`config.mk`:
```
export PLATFORM = sky130hd
export DESIGN_NAME = cpu_bus_arbiter
export DESIGN_NICKNAME = d
export VERILOG_FILES = /design/src/rtl/cpu_bus_pkg.sv /design/src/rtl/bus_owner_fifo.sv /design/src/rtl/cpu_bus_arbiter.sv
export SDC_FILE = /design/constraint.sdc
export NUM_CORES = 1
export LEC_CHECK = 0
export ABC_AREA = 1
export CAP_MARGIN = 5
export CORE_AREA = 2 2 125 127
export CTS_CLUSTER_SIZE = 24
export DETAILED_ROUTE_END_ITERATION = 10
export DIE_AREA = 0 0 127 129
export GPL_ROUTABILITY_DRIVEN = 0
export SYNTH_ARGS = -nofsm -noshare
export SYNTH_HDL_FRONTEND = slang
export SYNTH_SLANG_ARGS = --single-unit
```
`constraint.sdc`:
```
create_clock -name clk -period 4.9 [get_ports clk]
set_input_delay 0.735 -clock clk [delete_from_list [all_inputs] [get_ports clk]]
set_output_delay 0.735 -clock clk [all_outputs]
set_load 0.01 [all_outputs]
```
`src/rtl/cpu_bus_pkg.sv`:
```
// cpu_bus_pkg
//   Shared definitions for the CPU bus arbiter slice:
//   - command field layout of the 71-bit inst/data/bus command word
//   - owner encoding stored in the outstanding-request queue
//   - arbiter FSM state encoding
package cpu_bus_pkg;

    // Command word: {wr, size[1:0], wstrb[3:0], addr[31:0], wdata[31:0]}
    localparam int CMD_W     = 71;
    localparam int WR_BIT    = 70;
    localparam int SIZE_LSB  = 68;
    localparam int WSTRB_LSB = 64;
    localparam int ADDR_LSB  = 32;
    localparam int WDATA_LSB = 0;

    typedef enum logic {
        OWNER_INST = 1'b0,
        OWNER_DATA = 1'b1
    } owner_e;

    typedef enum logic [1:0] {
        IDLE     = 2'd0,
        GNT_INST = 2'd1,
        GNT_DATA = 2'd2
    } arb_state_e;

endpackage

```
`src/rtl/bus_owner_fifo.sv`:
```
// bus_owner_fifo
//   Records which master owns each request accepted on the shared bus, so
//   in-order responses can be steered back to the right master.
//   Ports:
//     clk_i        clock
//     reset_i      synchronous active-high reset (clears pointers and count)
//     push_i       enqueue push_owner_i
//     push_owner_i owner of the accepted request
//     pop_i        dequeue head
//     full_o       DEPTH entries outstanding
//     empty_o      no entries outstanding
//     head_o       owner of the oldest outstanding request
module bus_owner_fifo
    import cpu_bus_pkg::*;
#(
    parameter int unsigned DEPTH = 4
) (
    input  logic   clk_i,
    input  logic   reset_i,
    input  logic   push_i,
    input  owner_e push_owner_i,
    input  logic   pop_i,
    output logic   full_o,
    output logic   empty_o,
    output owner_e head_o
);

    localparam int unsigned PTR_W = $clog2(DEPTH);
    localparam int unsigned CNT_W = PTR_W + 1;

    owner_e             mem_q [DEPTH];
    logic [PTR_W-1:0]   wr_ptr_q;
    logic [PTR_W-1:0]   rd_ptr_q;
    logic [CNT_W-1:0]   count_q;
    logic               do_push;
    logic               do_pop;

    assign full_o  = (count_q == CNT_W'(DEPTH));
    assign empty_o = (count_q == '0);
    assign head_o  = mem_q[rd_ptr_q];

    // A push while full is only taken when a pop frees a slot the same cycle.
    assign do_pop  = pop_i && !empty_o;
    assign do_push = push_i && (!full_o || do_pop);

    always_ff @(posedge clk_i) begin
        if (do_push) begin
            mem_q[wr_ptr_q] <= push_owner_i;
        end
    end

    always_ff @(posedge clk_i) begin
        if (reset_i) begin
            wr_ptr_q <= '0;
            rd_ptr_q <= '0;
            count_q  <= '0;
        end else begin
            // Pointers wrap naturally since DEPTH is a power of two.
            if (do_push) wr_ptr_q <= wr_ptr_q + 1'b1;
            if (do_pop)  rd_ptr_q <= rd_ptr_q + 1'b1;
            case ({do_push, do_pop})
                2'b10:   count_q <= count_q + 1'b1;
                2'b01:   count_q <= count_q - 1'b1;
                default: count_q <= count_q;
            endcase
        end
    end

endmodule

```
`src/rtl/cpu_bus_arbiter.sv`:
```
// cpu_bus_arbiter
//   Merges an instruction-side and a data-side request port onto one shared
//   split-transaction bus. Data side has fixed priority; a grant is held
//   until the bus accepts or the master withdraws. Responses return in order
//   and are steered by an owner queue of OUTSTANDING entries.
//   Ports:
//     clk, reset                     clock, synchronous active-high reset
//     inst_req/inst_cmd              instruction request in
//     inst_addr_ok/data_ok/rdata     instruction accept / response out
//     data_req/data_cmd              data request in
//     data_addr_ok/data_ok/rdata     data accept / response out
//     bus_req/bus_cmd                shared-bus request out
//     bus_addr_ok/data_ok/rdata      shared-bus accept / response in
module cpu_bus_arbiter
    import cpu_bus_pkg::*;
#(
    parameter int unsigned OUTSTANDING = 4
) (
    input  logic             clk,
    input  logic             reset,

    input  logic             inst_req,
    input  logic [CMD_W-1:0] inst_cmd,
    output logic             inst_addr_ok,
    output logic             inst_data_ok,
    output logic [31:0]      inst_rdata,

    input  logic             data_req,
    input  logic [CMD_W-1:0] data_cmd,
    output logic             data_addr_ok,
    output logic             data_data_ok,
    output logic [31:0]      data_rdata,

    output logic             bus_req,
    output logic [CMD_W-1:0] bus_cmd,
    input  logic             bus_addr_ok,
    input  logic             bus_data_ok,
    input  logic [31:0]      bus_rdata
);

    arb_state_e state_q;
    logic       grant_inst;
    logic       grant_data;
    logic       fifo_push;
    owner_e     fifo_push_owner;
    logic       fifo_pop;
    logic       fifo_full;
    logic       fifo_empty;
    owner_e     fifo_head;

    // Grant is live only while the owning master still requests, so a
    // withdrawn request drops bus_req in the same cycle.
    assign grant_inst = (state_q == GNT_INST) && inst_req && !reset;
    assign grant_data = (state_q == GNT_DATA) && data_req && !reset;

    assign bus_req      = grant_inst || grant_data;
    assign bus_cmd      = (state_q == GNT_DATA) ? data_cmd :
                          (state_q == GNT_INST) ? inst_cmd : '0;
    assign inst_addr_ok = grant_inst && bus_addr_ok;
    assign data_addr_ok = grant_data && bus_addr_ok;

    assign fifo_push       = inst_addr_ok || data_addr_ok;
    assign fifo_push_owner = data_addr_ok ? OWNER_DATA : OWNER_INST;

    // Responses with nothing outstanding are discarded.
    assign fifo_pop     = bus_data_ok && !fifo_empty && !reset;
    assign inst_data_ok = fifo_pop && (fifo_head == OWNER_INST);
    assign data_data_ok = fifo_pop && (fifo_head == OWNER_DATA);
    assign inst_rdata   = bus_rdata;
    assign data_rdata   = bus_rdata;

    always_ff @(posedge clk) begin
        if (reset) begin
            state_q <= IDLE;
        end else begin
            case (state_q)
                IDLE: begin
                    if (!fifo_full) begin
                        if (data_req)      state_q <= GNT_DATA;
                        else if (inst_req) state_q <= GNT_INST;
                    end
                end
                GNT_INST: if (!inst_req || bus_addr_ok) state_q <= IDLE;
                GNT_DATA: if (!data_req || bus_addr_ok) state_q <= IDLE;
                default:  state_q <= IDLE;
            endcase
        end
    end

    bus_owner_fifo #(
        .DEPTH (OUTSTANDING)
    ) u_owner_fifo (
        .clk_i        (clk),
        .reset_i      (reset),
        .push_i       (fifo_push),
        .push_owner_i (fifo_push_owner),
        .pop_i        (fifo_pop),
        .full_o       (fifo_full),
        .empty_o      (fifo_empty),
        .head_o       (fifo_head)
    );

endmodule

```
==> metrics <==
kind of critical path=flip-flop to output pin; Post-Synth XOR/XNOR Area=0%; die area=16,380 sq um; Initial Util=13.55%; H-tree depth=1; DRT iter0 DRCs=102; Worst-Skew Late Latency=0.24 ns; I/O Pins=320; hold path depth=2; layout cells sized above 1=3.310%; die width=127 um; setup violators final=0; setup tns final=0 ns; most common cell after layout, fill and taps aside=clkdlybuf4s50_1; Hold Path End=u_owner_fifo.rd_ptr_q[1]; post-synthesis sequential area ratio=16.77%; WL final=10.25 mm; antenna viol nets, final=0; Crit Reg-Reg Startpoint=state_q[1]; fmax=281.7 MHz; worst slew pin tran=1.111 ns; synthesis-to-finish area growth=100.5%; Tmin final=3.551 ns; Post-CTS Setup Repair Bufs=0; crit path max fanout=48; Pwr Density=216.3 nW/um^2; Yosys warnings=0; CP Data Arrival Time=2.82 ns; Post-Syn Instances=270; Routed wire per std cell=16.78 um; CTS Hold Bufs=0; post-synthesis compound-gate area fraction=34.46%; Worst setup EP type=output pin; post-CTS resize count=0; main combinational cell family by area after synthesis=compound AO/OA/AOI/OAI gates; CTS Sinks=15; syn_nets=456; Vias=2,522; main area contributors after synthesis=a22o_1 31%, buf_4 24%, dfxtp_1 11%, edfxtp_1 5.9%, nand2_1 4.4%; most frequent cells in the layout=223 x clkdlybuf4s50_1, 71 x a22o_1, 24 x nand2_1; Die Y=129 um; Max Buffers Root-to-Sink=2; Hold Path Origin=u_owner_fifo.rd_ptr_q[1]; Worst Hold Class=flip-flop to flip-flop; FP Rows=45; first-pass GRT wire length=14.51 mm; CTS buffer count=3; status=finished clean; core area=14,980 sq um; mean cell area of the mapped netlist=7.516 sq um; Final Max Tran Viols=0; IO buf count=223; max-cap viol count=0; Hold WS=0.4662 ns; Clock transition at path regs=0.05 ns; Max-Slew Margin vs Limit=25.74%; RSZ-0062 raised after global routing=no; Detailed Place HPWL=8.852 mm; Leak=1.549 nW; VDD IR max=0.0001595 V; dominant cell type by area after synthesis=a22o_1; post-place setup slack=1.605 ns; vias in the first global route=2,477; final hold violations=0; Synth Area in Simple Gates=13.32%; Synth Area in Adders=4.069%; top-area cell type share of the netlist area=30.64%; Worst Clk Skew=0.002376 ns; initial antenna violation count=0; non-filler cells in the finished layout=611; root buf cell=clkbuf_16; GRT overflow=0; final setup margin=1.350 ns; R2R Path End=u_owner_fifo.count_q[2]; # nets final=610; count of cell types in the netlist=18; largest net degree at the start of global routing=57; diodes inserted=0; R2R depth=12; total power=880.1 uW; placed cell count=606; DR DRC count=0; Vias/cell=4.128; r2r setup slk=1.85 ns; Synth Cell Area=2029 sq um; TritonCTS clock tree=done; Yosys reg bits=15; CP required=4.16 ns; First-pass DRT Iterations=4; mux cell area share after synthesis=0%; crit path launch type=flip-flop; Total Routing Usage GR=11.56%; fin crit share=72.46%
==> synthesized netlist by cell type <==
master	number
nor2_1	20
nor2_4	2
o21ai_0	3
inv_1	21
buf_2	14
ha_1	5
fa_1	1
a22o_1	71
inv_2	2
nand3_1	14
a21oi_1	11
buf_4	64
or2_2	1
o211ai_1	1
nand2_2	1
edfxtp_1	4
nand2_1	24
dfxtp_1	11
==> worst max-delay path: stages, from the launching register on <==
cell             delay, ns
dfxtp_1               0.46
inv_2                 0.09
nor2_4                0.83
buf_4                 0.42
a22o_1                0.19
clkdlybuf4s50_1       0.54
==> metal layers <==
metal / global-route usage, % / wire length [um]
met2: 19.35 / 4560
met1: 10.44 / 3332
met3: 9.896 / 2073
met4: 2.715 / 187
met5: 4.118 / 99
==> layout make-up <==
| class | instances | area (sq um) |
|---|---|---|
| clock buffers | 3 | 75.07 |
| clock inverters | 1 | 5.005 |
| fillers | 1591 | 10910 |
| inverters | 23 | 86.33 |
| multi-input cells | 154 | 1052 |
| flip-flops and latches | 15 | 340.3 |
| well taps | 188 | 235.2 |
| repair buffers | 227 | 2275 |
==> through the flow <==
stage | util [%] | cell area (sq um)
floorplan | - | 2029
global placement | 26.50 | 3969
detailed placement | 26.50 | 3969
CTS | 27.03 | 4049
global route | 27.17 | 4069
finish | 27.17 | 4069
==> logic make-up (layout without fill, tap and decap cells) <==
group	Yosys count	count (layout)
AND/OR/NAND/NOR	62	62
AO/OA/AOI/OAI	86	86
buffers and inverters	101	254
flip-flops	15	15
adder cells (fa/ha/maj)	6	6
==> where the power goes <==
| part | leakage (nW) | switching (mW) | total [mW] | internal, mW |
|---|---|---|---|---|
| Combinational | 1.39 | 0.225 | 0.581 | 0.357 |
| Sequential | 0.123 | 0.00785 | 0.141 | 0.133 |
| Clock | 0.0409 | 0.0490 | 0.158 | 0.109 |
| Total | 1.55 | 0.281 | 0.880 | 0.599 |
==> worst max-delay path by stage <==
stage	from	endpoint
2_1_floorplan	bus_addr_ok	u_owner_fifo.count_q[2]
6_report	state_q[1]	bus_cmd[32]
3_3_place_gp	state_q[1]	bus_cmd[34]
5_1_grt	state_q[1]	bus_cmd[32]
4_1_cts	state_q[1]	bus_cmd[34]
3_5_place_dp	state_q[1]	bus_cmd[34]
No activity file was read; power rests on OpenSTA's default activity.
